### src/rtl/key_repeat_decoder.sv
// -----------------------------------------------------------------------------
// key_repeat_decoder
//   Turns a stream of PS/2 set-2 scan-code bytes into per-channel key state:
//   a held level, a press/auto-repeat strobe and a release strobe. A small
//   prefix parser (E0 / F0) classifies each code as make or break, extended or
//   not; matching channels update their held level, and the most recently
//   pressed channel gets software-style auto-repeat.
//
// Ports
//   CLK_50M      in   system clock, all state on the rising edge
//   RSTn         in   synchronous active-low reset
//   ps2_byte     in   [7:0] scan-code byte from the PS/2 receiver
//   ps2_valid    in   one-cycle strobe, ps2_byte is new
//   key_held     out  [NUM_KEYS-1:0] level, key currently down
//   key_pulse    out  [NUM_KEYS-1:0] strobe, press or auto-repeat event
//   key_release  out  [NUM_KEYS-1:0] strobe, break code accepted
// -----------------------------------------------------------------------------
module key_repeat_decoder #(
   parameter int                    NUM_KEYS       = 4,
   parameter logic [8*NUM_KEYS-1:0] KEY_CODES      = {8'h1D, 8'h23, 8'h1B, 8'h1C},
   parameter logic [NUM_KEYS-1:0]   KEY_EXT        = '0,
   parameter int                    REPEAT_DELAY   = 25_000_000,
   parameter int                    REPEAT_PERIOD  = 5_000_000,
   parameter int                    PREFIX_TIMEOUT = 100_000
) (
   input  logic                CLK_50M,
   input  logic                RSTn,
   input  logic [7:0]          ps2_byte,
   input  logic                ps2_valid,
   output logic [NUM_KEYS-1:0] key_held,
   output logic [NUM_KEYS-1:0] key_pulse,
   output logic [NUM_KEYS-1:0] key_release
);

   localparam int RPT_MAX = (REPEAT_DELAY > REPEAT_PERIOD) ? REPEAT_DELAY : REPEAT_PERIOD;
   localparam int CW      = (RPT_MAX > 0) ? $clog2(RPT_MAX + 1) : 1;
   localparam int TW      = (PREFIX_TIMEOUT > 0) ? $clog2(PREFIX_TIMEOUT + 1) : 1;
   localparam int IW      = (NUM_KEYS > 1) ? $clog2(NUM_KEYS) : 1;
   localparam bit RPT_EN  = (REPEAT_DELAY > 0) && (REPEAT_PERIOD > 0);

   // The press cycle itself counts toward the delay, so the first repeat
   // lands REPEAT_DELAY cycles after the make byte (press pulse + DELAY-1).
   localparam logic [CW-1:0] DLY_LOAD = CW'((REPEAT_DELAY > 1) ? REPEAT_DELAY - 1 : 1);
   localparam logic [CW-1:0] PER_LOAD = CW'(REPEAT_PERIOD);
   localparam logic [TW-1:0] TMO_LAST = TW'((PREFIX_TIMEOUT > 0) ? PREFIX_TIMEOUT - 1 : 0);

   localparam logic [1:0] ST_IDLE    = 2'd0;
   localparam logic [1:0] ST_EXT     = 2'd1;
   localparam logic [1:0] ST_BRK     = 2'd2;
   localparam logic [1:0] ST_EXT_BRK = 2'd3;

   logic [1:0]          st_q, st_d;
   logic [TW-1:0]       tmo_q, tmo_d;
   logic [NUM_KEYS-1:0] held_q, held_d;
   logic [NUM_KEYS-1:0] pulse_q, pulse_d;
   logic [NUM_KEYS-1:0] rel_q, rel_d;
   logic                tgt_vld_q, tgt_vld_d;
   logic [IW-1:0]       tgt_q, tgt_d;
   logic [CW-1:0]       cnt_q, cnt_d;

   logic                mk_vld, brk_vld, code_ext;
   logic [NUM_KEYS-1:0] hit, press, rel;
   logic                expire;

   // ---------------- prefix parser ----------------
   always_comb begin
      st_d     = st_q;
      tmo_d    = tmo_q;
      mk_vld   = 1'b0;
      brk_vld  = 1'b0;
      code_ext = 1'b0;
      if (ps2_valid) begin
         tmo_d = '0;
         // E1 (pause-key prefix) is dropped everywhere without a state change
         if (ps2_byte != 8'hE1) begin
            case (st_q)
               ST_IDLE: begin
                  if (ps2_byte == 8'hE0)      st_d = ST_EXT;
                  else if (ps2_byte == 8'hF0) st_d = ST_BRK;
                  else                        mk_vld = 1'b1;
               end
               ST_EXT: begin
                  if (ps2_byte == 8'hF0) st_d = ST_EXT_BRK;
                  else if (ps2_byte != 8'hE0) begin
                     mk_vld   = 1'b1;
                     code_ext = 1'b1;
                     st_d     = ST_IDLE;
                  end
               end
               ST_BRK: begin
                  if (ps2_byte != 8'hF0) begin
                     brk_vld = 1'b1;
                     st_d    = ST_IDLE;
                  end
               end
               default: begin
                  if (ps2_byte != 8'hF0 && ps2_byte != 8'hE0) begin
                     brk_vld  = 1'b1;
                     code_ext = 1'b1;
                     st_d     = ST_IDLE;
                  end
               end
            endcase
         end
      end else if (st_q != ST_IDLE && PREFIX_TIMEOUT > 0) begin
         // stale prefix: a lost byte must not turn the next make into a break
         if (tmo_q == TMO_LAST) begin
            st_d  = ST_IDLE;
            tmo_d = '0;
         end else begin
            tmo_d = tmo_q + TW'(1);
         end
      end
   end

   // ---------------- channel match ----------------
   always_comb begin
      hit = '0;
      for (int i = 0; i < NUM_KEYS; i++)
         hit[i] = (ps2_byte == KEY_CODES[8*i +: 8]) && (code_ext == KEY_EXT[i]);
   end

   assign press  = {NUM_KEYS{mk_vld}}  & hit & ~held_q;
   assign rel    = {NUM_KEYS{brk_vld}} & hit &  held_q;
   assign expire = RPT_EN && tgt_vld_q && held_q[tgt_q] && (cnt_q == CW'(1));

   // ---------------- key state and auto-repeat ----------------
   always_comb begin
      held_d    = (held_q | press) & ~rel;
      rel_d     = rel;
      pulse_d   = press;
      tgt_vld_d = tgt_vld_q;
      tgt_d     = tgt_q;
      cnt_d     = cnt_q;

      if (expire) pulse_d[tgt_q] = 1'b1;

      if (tgt_vld_q) begin
         if (expire)              cnt_d = PER_LOAD;
         else if (cnt_q != '0)    cnt_d = cnt_q - CW'(1);
      end

      if (tgt_vld_q && rel[tgt_q]) begin
         tgt_vld_d = 1'b0;
         cnt_d     = '0;
      end

      // newest press owns the repeat; lowest index wins on duplicate codes
      if (|press) begin
         tgt_vld_d = RPT_EN;
         cnt_d     = DLY_LOAD;
         for (int i = NUM_KEYS - 1; i >= 0; i--)
            if (press[i]) tgt_d = IW'(i);
      end
   end

   always_ff @(posedge CLK_50M) begin
      if (!RSTn) begin
         st_q      <= ST_IDLE;
         tmo_q     <= '0;
         held_q    <= '0;
         pulse_q   <= '0;
         rel_q     <= '0;
         tgt_vld_q <= 1'b0;
         tgt_q     <= '0;
         cnt_q     <= '0;
      end else begin
         st_q      <= st_d;
         tmo_q     <= tmo_d;
         held_q    <= held_d;
         pulse_q   <= pulse_d;
         rel_q     <= rel_d;
         tgt_vld_q <= tgt_vld_d;
         tgt_q     <= tgt_d;
         cnt_q     <= cnt_d;
      end
   end

   assign key_held    = held_q;
   assign key_pulse   = pulse_q;
   assign key_release = rel_q;

endmodule

### config.mk
export PLATFORM = sky130hd
export DESIGN_NAME = key_repeat_decoder
export DESIGN_NICKNAME = d
export VERILOG_FILES = /design/src/rtl/key_repeat_decoder.sv
export SDC_FILE = /design/constraint.sdc
export NUM_CORES = 1
export LEC_CHECK = 0
export ABC_AREA = 1
export BUFFER_PORTS_ARGS = -buffer_cell sky130_fd_sc_hd__buf_2
export CAP_MARGIN = 20
export CORE_MARGIN = 2
export CORE_UTILIZATION = 45
export CTS_CLUSTER_DIAMETER = 60
export CTS_CLUSTER_SIZE = 8
export DETAILED_ROUTE_END_ITERATION = 10
export PLACE_DENSITY = 0.61
export SETUP_SLACK_MARGIN = 0.05
export SLEW_MARGIN = 20
export SYNTH_ARGS = -nofsm -noshare
export SYNTH_HDL_FRONTEND = slang
export SYNTH_SLANG_ARGS = --single-unit
### constraint.sdc
create_clock -name CLK_50M -period 2.3 [get_ports CLK_50M]
set_input_delay 0.23 -clock CLK_50M [delete_from_list [all_inputs] [get_ports CLK_50M]]
set_output_delay 0.23 -clock CLK_50M [all_outputs]
set_load 0.01 [all_outputs]
[Word-level counts from Yosys, hierarchy flattened]
Cells that the tools add are included.
Operators by class
  $add $sub $neg: 2
  order comparisons: 2
  equality and inequality tests: 18
  muxes and demuxes: 45
  bitwise operators: 11
  reductions and logical operators: 28
Operators by type and width (number)
  25-bit two-way mux: 5
  2-bit two-way mux: 14
  25-bit by 1-bit == test with 1-bit output, second input constant: 1
  25-bit nonzero test: 1
  25-bit by 1-bit subtractor with 25-bit output, second input constant: 1
  8-bit by 5-bit == test with 1-bit output, second input constant: 3
  8-bit != test, second input constant: 3
  4-bit AND: 5
  17-bit by 1-bit adder with 17-bit output, second input constant: 1
  17-bit == test, second input constant: 1
  1-bit two-way mux: 17
  17-bit two-way mux: 1
  8-bit == test, second input constant: 2
  2-bit nonzero test: 5
  1-bit logical AND: 9
  8-bit by 6-bit == test with 1-bit output, second input constant: 1
  4-bit != test, second input constant: 2
  4-bit inverter: 2
  4-bit OR: 2
  4-bit nonzero test: 2
  7-bit AND reduction: 1
  1-bit case mux with 2 select lines: 3
  2-bit case mux with 3 select lines: 1
  2-bit AND reduction: 3
  other kinds (16): 20
Word-level totals
  register bits after elaboration: 59
  input bits: 11
  word-level logic and storage cells: 115

[Logic depth before layout (Yosys ltp)]
Gate-level depths: netlist (run 1).
  word-level depth: 15
  mapped depth: 17
  mapped depth without buffers: 16

[Worst setup path before layout (run 1)]
Ideal clock, no wire load.
  path kind: register to register
  from: register cnt_q[0]
  to: register cnt_q[11]
  setup time: 110 ps
  arrival: 1736 ps
  required time: 2190 ps
  slack: 454 ps
  cell stages (with the launch flop): 15
  period minus slack after synthesis: 1846 ps
  path through: dfxtp_1 inv_1 ha_1 nand2_1 nor3_2 nand2_1 nor2_1 nand2_1 nand2_2 inv_2 nor2_4 buf_6 nand3_1 nand2_1 nor2_2
On the way
  word-level cells in the longest chain between the ends: 6
  elaborated cells on any way between the ends: 11
  classes of those cells: add/sub (1); eq/ne (1); mux (5); reduce/logical (4)
RTL lines
  start: declaration: RTL line 59  | logic [CW-1:0] cnt_q, cnt_d;
  start signal: assignment: RTL line 175  | cnt_q <= cnt_d;
  25-bit by 1-bit subtractor with 25-bit output or 25-bit by 1-bit == test with 1-bit output (tied branches): RTL line 140, 125
  25-bit two-way mux or 1-bit logical AND (tied branches): RTL line 140, 125
  25-bit two-way mux: RTL line 139  | if (expire) cnt_d = PER_LOAD;
  25-bit two-way mux: RTL line 138  | if (tgt_vld_q) begin
  25-bit two-way mux: RTL line 143  | if (tgt_vld_q && rel[tgt_q]) begin
  25-bit two-way mux: RTL line 149  | if (|press) begin
Parallel ways exist; a longest one is shown, timed or not. The select of a mux whose other input is x is not followed.
A chain may end at the register's enable or synchronous reset.

[Final worst setup path (run 1)]
  from: register cnt_q[0]
  to: register cnt_q[20]
Same word-level chain as after synthesis.

==> key figures, run 1 <==
Status
  • Outcome: completed

Timing
  • Final clock skew: 13.39 ps
  • Setup-failing EPs final: 0
  • Setup_tns: 0 ps
  • Hold Fails Final Rpt: 0
  • Crit share post-route: 88.55%
  • Fin worst setup slack: 263.4 ps
  • RSZ-0062 raised after global routing: true
  • Slew at the pin with the worst max-slew slack: 512.5 ps
  • Normalized max-slew margin: 65.79%
  • Slew Limit Fails: 0
  • Fmax achieved: 491.0 MHz
  • Final min period: 2037 ps

Floorplan
  • # rows: 34
  • Die area: 9505 um2
  • Initial core utilization: 45.78%
  • Top-level I/O count: 23
  • Horiz. Die Dim: 97.50 um
  • Die H: 97.50 um
  • Core box area: 8593 um2

Synth
  • Synthesis-stage register bit count: 59
  • Post-Synthesis Cell Area: 3934 um2
  • Ranking of synthesized cells by area: dfxtp_1 30%, nand2_1 13%, inv_1 7.9%, nand3_1 7.8%, nor2_1 7.2%
  • Post-synth net total: 618
  • Post-synthesis sequential area ratio: 30.03%
  • Most common cell in the netlist: nand2_1
  • Mapped Cells: 604
  • Synth area leader: dfxtp_1
  • Post-synth top area share: 30.03%
  • Post-synth cell types: 45
  • Ys flop type: dfxtp_1
  • EDFF count, synth: 0
  • Synth Warn #: 0
  • Syn_area_per_cell: 6.513 um2
  • FFs w/ async S/R, synth: 0%
  • Post-synth top cells: 131 x nand2_1, 83 x inv_1, 75 x nor2_1, 61 x nand3_1, 59 x dfxtp_1

Placement
  • Post-Place Cells: 737
  • HPWL Detailed: 7078 um
  • Pre-CTS setup slack: 165.0 ps
  • IO Port Bufs: 22
  • Routability cong.: 0.9407

Setup path
  • Reg2Reg Setup Slack: 260 ps
  • Worst r2r src: cnt_q[0]$_SDFFE_PN0P_
  • Worst setup EP type: register
  • Crit-path max FO: 5
  • Worst-path cell chain: inv_1 -> ha_1 -> nand2_1 -> nor3_2 -> buf_4 -> nand4_1 -> nor2_1 -> xor2_1 -> inv_1 -> nand3_1 -> nand2_1 -> nor2_2 -> nor2_2
  • Setup crit start: cnt_q[0]$_SDFFE_PN0P_
  • Arrival @ worst endpoint: 2290 ps
  • Crit Path Class: reg2reg
  • Crit start category: register
  • Buf/Inv on CP: 3
  • CP max stage cell: dfxtp_1
  • CP Data Required Time: 2550 ps
  • Slowest stage delay, CP: 330 ps
  • Top delay family on crit path: simple AND/OR/NAND/NOR gates

Detailed routing
  • Via count: 3802
  • Initial DRT Pass Iterations: 4
  • Starting DRT DRC Count: 122
  • Average wire per standard cell: 12.53 um
  • Drt drc: 0
  • Routed vias/inst: 5.042
  • Final ANT Viol Nets: 0
  • DRT Wirelength: 9444 um

Clock tree
  • Latest clock arrival within the worst-skew pair: 350 ps
  • Worst-path clk slew: 90 ps
  • Root Buffer: clkbuf_8
  • CTS tree: yes
  • # hold bufs at CTS: 0
  • Clock sink count: 59
  • H-tree depth: 3
  • Maximum clock path buffer count: 2
  • TritonCTS buffer count: 9

Global route
  • GRT overflow: 0
  • Total track usage: 21.25%
  • Largest net degree at the start of global routing: 21
  • First-pass GRT wire length: 16640 um
  • Vias in the first global route: 3606
  • Initial antenna violation count: 0

Pwr
  • Final Power: 2.123 mW
  • VDD IR max: 234.0 uV
  • P_leak: 2.129 nW
  • Cell area power density: 478.1 nW/um2

Job
  • MaxCap Viol Count: 0

Final layout
  • Non-Filler Instances: 754
  • Syn-to-layout area delta: 12.85%
  • Share of cells above drive strength 1: 20.43%
  • Final Net Count: 655
  • Util after Layout: 51.66%
  • ANT cells: 0

Worst hold path
  • Hold wc startpoint: ps2_valid
  • HP Class: in2reg
routing by layer:
layer	vias to the layer above	global-route usage (%)	wire length, um
met5	-	0	0
met4	0	7.158	167
met3	14	5.252	469
met2	89	36.34	4687
met1	1703	26.07	4120
li1	1996	-	-
report_power, final:
| part | switching (mW) | internal, mW | total [mW] |
|---|---|---|---|
| Combinational | 0.130 | 0.0699 | 0.199 |
| Clock | 0.488 | 0.405 | 0.893 |
| Sequential | 0.00464 | 1.03 | 1.03 |
per-stage QoR:
step	hold WS (ps)	area, um2
after global routing	191.3	4439
after detailed placement	475.8	4219
after global placement	466.3	4219
final	191.2	4439
after CTS	180.1	4402
after floorplan	377.3	3934
final cells by class:
cell class              instances  area [um2]
inverters                      92       350.3
clock buffers                   9       123.9
fillers                       910        4154
multi-input cells             443        2350
repair buffers                 36       240.2
well taps                     108       135.1
clock inverters                 7       58.81
flip-flops and latches         59        1181
worst reg2reg max path: stages (launching register included):
cell	delay, ps
dfxtp_1	330
inv_1	130
ha_1	200
nand2_1	130
nor3_2	220
buf_4	140
nand4_1	110
nor2_1	210
xor2_1	160
inv_1	50
nand3_1	70
nand2_1	70
nor2_2	90
nor2_2	30
final timing paths:
check | endpoint | cells past startpoint
max reg2reg | cnt_q[20]$_SDFFE_PN0P_ | 13
min | st_q[0]$_SDFFE_PN0P_ | 3
min reg2reg | tgt_q[0]$_SDFFE_PN0P_ | 2
max | cnt_q[20]$_SDFFE_PN0P_ | 13
what timing repair did:
action	CTS	global route
gates resized for setup	0	9
setup endpoints to repair	0	20
setup buffers	0	1
registers in the layout, indices dropped and copies added (netlist names):
| name | cells |
|---|---|
| cnt_q | 25 |
| tgt_q | 2 |
| key_pulse | 4 |
| key_release | 4 |
| key_held | 4 |
| tmo_q | 17 |
| st_q | 2 |
| tgt_vld_q | 1 |
placed cells by master (no fill, tap or decap), drive strengths merged, types with 3 or more instances in the layout:
cell type,Yosys,final
nand2,148,148
nor2,113,113
inv,92,95
nand3,64,64
dfxtp,59,59
buf,8,36
a21oi,27,27
nor3,24,24
xor2,16,16
nand4,12,12
o21ai,12,12
clkbuf,2,9
nor4,4,4
nor3b,4,4
ha,3,3
kinds of logic (layout without fill, tap and decap cells):
| family | count (synthesis) | count (layout) | share of synthesized area, % |
|---|---|---|---|
| buffers and inverters | 102 | 144 | 10.94 |
| flip-flops | 59 | 59 | 30.03 |
| AND/OR/NAND/NOR | 375 | 375 | 47.17 |
| adder cells (fa/ha/maj) | 3 | 3 | 0.9543 |
| AO/OA/AOI/OAI | 47 | 47 | 6.902 |
| XOR/XNOR | 18 | 18 | 4.008 |
No activity file was read; power rests on OpenSTA's default activity.
==> inputs of run 2 (changes only) <==
==> constraint.sdc (replaced) <==
create_clock -name CLK_50M -period 2.1 [get_ports CLK_50M]
set_input_delay 0.21 -clock CLK_50M [delete_from_list [all_inputs] [get_ports CLK_50M]]
set_output_delay 0.21 -clock CLK_50M [all_outputs]
set_load 0.01 [all_outputs]
==> run 2 against run 1 <==
Routed wire length is 8.4% higher. Maximum frequency is 3.3% higher. Sequential cell count stayed put. Non-clock buffer count is 34 higher. Die area stayed put. First-iteration DRC count is 4.9% higher. Largest cell class unchanged. Largest power group is now the clock network.
==> key figures, run 2 (synthesized netlist as in run 1, its figures left out) <==
Placement
  • DP Area: 4472 um2
  • Routability cong.: 0.9065
  • IO Port Bufs: 22
  • Pre-CTS setup slack: -140.5 ps
  • HPWL Detailed: 7670 um
  • Post-Place Cells: 769

Final layout
  • Final instance area: 4816 um2
  • Most frequent cells in the layout: 128 x nand2_1, 83 x inv_1, 64 x nor2_1
  • Util after Layout: 56.04%
  • Final Net Count: 689
  • Biggest regs: cnt_q x25, tmo_q x17
  • Syn-to-layout area delta: 22.42%
  • ANT cells: 0
  • Largest Register: cnt_q
  • Share of cells above drive strength 1: 25.59%
  • # fillers: 832
  • Most common cell after layout, fill and taps aside: nand2_1
  • Number of flip-flops in the largest register: 25
  • Non-Filler Instances: 788

Timing
  • Slew at the pin with the worst max-slew slack: 427.5 ps
  • Normalized max-slew margin: 71.46%
  • Slew Limit Fails: 0
  • WHS: 203.4 ps
  • Fmax achieved: 507.2 MHz
  • Crit share post-route: 93.88%
  • RSZ-0062 raised after global routing: true
  • Fin worst setup slack: 128.5 ps
  • Hold Fails Final Rpt: 0
  • Setup-failing EPs final: 0
  • Final min period: 1972 ps
  • Final clock skew: 10.16 ps
  • Setup_tns: 0 ps

Status
  • Outcome: completed

Setup path
  • Crit-path max FO: 17
  • Crit Path Class: reg2reg
  • Arrival @ worst endpoint: 2250 ps
  • Worst-path cell chain: or2_0 -> a21oi_2 -> nand4_1 -> nor2_1 -> nor2_4 -> nand2_2 -> nor2_4 -> buf_12 -> nand3_1 -> nand2_1 -> nor2_2
  • CP Data Required Time: 2380 ps
  • Crit-path most repeated cell: nor2_4
  • Slowest stage delay, CP: 370 ps
  • Crit start category: register
  • Worst setup EP type: register
  • Reg2Reg Setup Slack: 130 ps
  • CP max stage cell: dfxtp_1

Detailed routing
  • Via count: 4004
  • Drt drc: 0
  • Initial DRT Pass Iterations: 5
  • Average wire per standard cell: 12.99 um
  • Routed vias/inst: 5.081
  • DRT Wirelength: 10240 um
  • Final ANT Viol Nets: 0
  • Starting DRT DRC Count: 128

Global route
  • Initial antenna violation count: 0
  • Total track usage: 22.16%
  • Vias in the first global route: 4007
  • Largest net degree at the start of global routing: 21
  • GRT overflow: 0
  • First-pass GRT wire length: 17400 um

Floorplan
  • Die area: 9505 um2
  • Core box area: 8593 um2
  • Horiz. Die Dim: 97.50 um
  • Die H: 97.50 um
  • Top-level I/O count: 23
  • # rows: 34
  • Initial core utilization: 45.78%

Worst hold path
  • HP Class: in2reg

Job
  • MaxCap Viol Count: 0

Clock tree
  • Maximum clock path buffer count: 2
  • CTS tree: yes
  • TritonCTS buffer count: 9
  • H-tree depth: 3
  • Clock sink count: 59
  • # hold bufs at CTS: 0
  • Worst-path clk slew: 70 ps
  • Latest clock arrival within the worst-skew pair: 340 ps
  • Root Buffer: clkbuf_8

Pwr
  • P_leak: 2.334 nW
  • VDD IR max: 268.0 uV
  • Final Power: 2.673 mW
  • Cell area power density: 555.1 nW/um2
[run 2: cell types whose count changed in the layout (fill, tap and decap cells not counted), sizes merged]
cell	change
buf	+34
bufinv	+3
clkbuf	+2
clkinvlp	-2
inv	-3
[run 2: where the power goes]
part,leakage (nW),total [mW],switching (mW),internal [mW]
clock,0.123,1.31,0.488,0.818
combinational,1.74,0.240,0.148,0.0918
sequential,0.475,1.13,0.00471,1.12
total,2.33,2.67,0.640,2.03
[run 2: final cells by class]
class / instances / area [um2] / share of cell area, %
Multi-Input combinational cell: 443 / 2377 / 49.36
Inverter: 92 / 347.8 / 7.223
Sequential cell: 59 / 1181 / 24.53
Timing Repair Buffer: 70 / 533.0 / 11.07
Clock inverter: 5 / 100.1 / 2.078
Clock buffer: 11 / 141.4 / 2.936
Tap cell: 108 / 135.1 / 2.806
[run 2: final timing paths]
path | start | end | depth (start not counted)
min reg2reg | tgt_q[0]$_SDFFE_PN0P_ | tgt_q[0]$_SDFFE_PN0P_ | 2
max | st_q[1]$_SDFFE_PN0P_ | cnt_q[19]$_SDFFE_PN0P_ | 11
min | ps2_valid | st_q[0]$_SDFFE_PN0P_ | 3
max reg2reg | st_q[1]$_SDFFE_PN0P_ | cnt_q[19]$_SDFFE_PN0P_ | 11
[run 2: critical path: cells and delay by family (launching register included)]
kind            cells  cell delay (ps)
compound gates      1              180
buf+inv             1              150
flops               1              370
simple gates        9             1200
[run 2: metal layers]
metal  share of wire (%)  global-route usage [%]  vias to the layer above  routed length (um)
met2                  50                   39.95                       85                5109
li1                    -                       -                     2060                   -
met5                   0                       0                        -                   0
met4                 2.1                   8.226                        0                 216
met1                  45                   26.07                     1835                4577
met3                 3.3                   4.029                       24                 333
[run 2: timing repair]
action | in CTS | in global routing
buffers inserted | 2 | 1
endpoints found under the setup margin | 17 | 24
endpoints found under the hold margin | 0 | 0
pin swaps | 0 | 4
gates resized for setup | 1 | 17
==> inputs of run 3 (changes only) <==
--- a/config.mk
+++ b/config.mk
@@ -13,7 +13,7 @@
 export CTS_CLUSTER_DIAMETER = 60
 export CTS_CLUSTER_SIZE = 8
 export DETAILED_ROUTE_END_ITERATION = 10
-export PLACE_DENSITY = 0.61
+export PLACE_DENSITY = 0.68
 export SETUP_SLACK_MARGIN = 0.05
 export SLEW_MARGIN = 20
 export SYNTH_ARGS = -nofsm -noshare
==> run 3 against run 2 <==
Clock-buffer cell count down 1. Register-to-register slack better by 80 ps. Non-clock buffer count down 7. Sequential share of layout area up 0.21 points. Total power about the same. Critical path depth up 3. Core utilization down 0.25 points. Sequential cell count unchanged. Routed wire length down 2.5%. Sequential power about the same. Final cell count down 0.89%. Clock skew down 6.1 ps. Critical path type unchanged. Critical endpoint is now cnt_q[8]$_SDFFE_PP0P_.
==> key figures, run 3 (synthesized netlist as in run 1, its figures left out) <==
Status
  • Outcome: completed

Setup path
  • Slowest stage delay, CP: 340 ps
  • Crit-path most repeated cell: nand2_1
  • Crit start category: register
  • CP max stage cell: dfxtp_1
  • Setup crit start: cnt_q[20]$_SDFFE_PN0P_
  • Reg2Reg Depth: 14
  • Reg2Reg Setup Slack: 210 ps
  • Arrival @ worst endpoint: 2170 ps
  • Worst setup EP type: register
  • Worst r2r src: cnt_q[20]$_SDFFE_PN0P_
  • Top delay family on crit path: simple AND/OR/NAND/NOR gates
  • Buf/Inv on CP: 1
  • Crit-path max FO: 5
  • Worst-path cell chain: nor2_1 -> nand2_1 -> nor2_2 -> nand2_1 -> nor2_1 -> nand3_2 -> nand2_1 -> nand2_2 -> buf_4 -> nor2_2 -> nand2_1 -> nand2_1 -> nand2_1 -> a21oi_1
  • Crit Path Class: reg2reg
  • CP Data Required Time: 2380 ps
  • Reg-to-reg endpoint: cnt_q[8]$_SDFFE_PP0P_

Timing
  • Hold Fails Final Rpt: 0
  • RSZ-0062 raised after global routing: false
  • Slew at the pin with the worst max-slew slack: 376.6 ps
  • Fmax achieved: 527.8 MHz
  • Crit share post-route: 90.23%
  • Final clock skew: 4.069 ps
  • Fin worst setup slack: 205.2 ps
  • Setup-failing EPs final: 0
  • Setup_tns: 0 ps
  • Final min period: 1895 ps
  • Normalized max-slew margin: 74.70%
  • Slew Limit Fails: 0

Global route
  • Total track usage: 21.48%
  • GRT overflow: 0
  • First-pass GRT wire length: 17060 um
  • Largest net degree at the start of global routing: 21
  • Vias in the first global route: 3800
  • Initial antenna violation count: 0

Clock tree
  • CTS tree: yes
  • TritonCTS buffer count: 9
  • Worst-path clk slew: 70 ps
  • H-tree depth: 3
  • Maximum clock path buffer count: 2
  • # hold bufs at CTS: 0
  • Root Buffer: clkbuf_8
  • Clock sink count: 59
  • Latest clock arrival within the worst-skew pair: 340 ps

Final layout
  • Final Net Count: 682
  • Biggest regs: cnt_q x25, tmo_q x17
  • Syn-to-layout area delta: 21.88%
  • Most common cell after layout, fill and taps aside: nand2_1
  • Most frequent cells in the layout: 126 x nand2_1, 83 x inv_1, 63 x nor2_1
  • # fillers: 793
  • Multi-input logic area: 2407 um2
  • Number of flip-flops in the largest register: 25
  • ANT cells: 0
  • Share of cells above drive strength 1: 26.30%
  • Sequential cell area: 1186 um2
  • Largest Register: cnt_q

Detailed routing
  • Starting DRT DRC Count: 217
  • Via count: 4008
  • Drt drc: 0
  • Routed vias/inst: 5.132
  • Average wire per standard cell: 12.78 um
  • DRT Wirelength: 9978 um
  • Initial DRT Pass Iterations: 6
  • Final ANT Viol Nets: 0

Worst hold path
  • Hold wc startpoint: ps2_valid
  • HP Class: in2reg
  • Worst Hold End: st_q[1]$_SDFFE_PN0P_
  • Hold path depth: 3

Placement
  • Routability cong.: 0.9204
  • IO Port Bufs: 22
  • HPWL Detailed: 7414 um
  • Pre-CTS setup slack: -131.6 ps

Floorplan
  • Die H: 97.50 um
  • # rows: 34
  • Top-level I/O count: 23
  • Initial core utilization: 45.78%
  • Core box area: 8593 um2
  • Die area: 9505 um2
  • Horiz. Die Dim: 97.50 um

Pwr
  • P_leak: 2.294 nW
  • Cell area power density: 558.0 nW/um2
  • Final Power: 2.676 mW
  • VDD IR max: 320.3 uV

Job
  • MaxCap Viol Count: 0
[run 3: cell types whose count changed in the layout (fill, tap and decap cells not counted), sizes merged]
cell,previous run,this run
buf,70,63
clkbuf,11,10
clkinv,2,0
clkinvlp,0,3
[run 3: report_power, final]
| group | switching (mW) | leakage, nW | internal (mW) |
|---|---|---|---|
| Sequential | 0.00450 | 0.477 | 1.12 |
| Combinational | 0.144 | 1.70 | 0.0828 |
| Clock | 0.501 | 0.115 | 0.820 |
[run 3: tightest hold or removal path, cell delays in order]
cell and delay, ps:
buf_2 140, nand3_1 90, a21oi_1 50
[run 3: final cells by class]
type / instances / share of cell area [%]
Multi-Input combinational cell: 443 / 50.21
Sequential cell: 59 / 24.74
Timing Repair Buffer: 63 / 9.760
Inverter: 92 / 7.255
Clock buffer: 10 / 2.871
Tap cell: 108 / 2.818
Clock inverter: 6 / 2.349
[run 3: metal layers]
metal | part of all wire (%) | vias to the layer above | track usage, %
li1 | - | 2041 | -
met1 | 45 | 1848 | 27.48
met2 | 49 | 104 | 36.71
met3 | 4.9 | 15 | 3.741
met4 | 1.4 | 0 | 6.944
met5 | 0 | - | 0
[run 3: how the worst max path moves through the flow]
stage / to / slack, ps / depth (start not counted)
floorplan: cnt_q[11]$_SDFFE_PN0P_ / 250 / 14
global placement: cnt_q[24]$_SDFFE_PN0P_ / -100 / 14
detailed placement: cnt_q[1]$_SDFFE_PN0P_ / -130 / 14
CTS: tmo_q[16]$_SDFFE_PP0N_ / 50 / 11
global route: tmo_q[14]$_SDFFE_PP0N_ / 30 / 12
finish: cnt_q[8]$_SDFFE_PP0P_ / 210 / 14
[run 3: per-stage QoR]
step	hold WS, ps	instances	utilization (%)	area (um2)
6_report	187.5	781	55.79	4795
3_3_place_gp	464.9	762	51.43	4419
5_1_grt	191.8	781	55.79	4795
4_1_cts	173.3	780	54.69	4700
2_1_floorplan	357.3	604	-	3934
3_5_place_dp	478.7	762	51.43	4419
[run 3: what timing repair did]
action | 4_1_cts | 5_1_grt
gates resized for setup | 1 | 28
pin swaps | 0 | 3
endpoints found under the setup margin | 17 | 28
setup buffers | 2 | 1
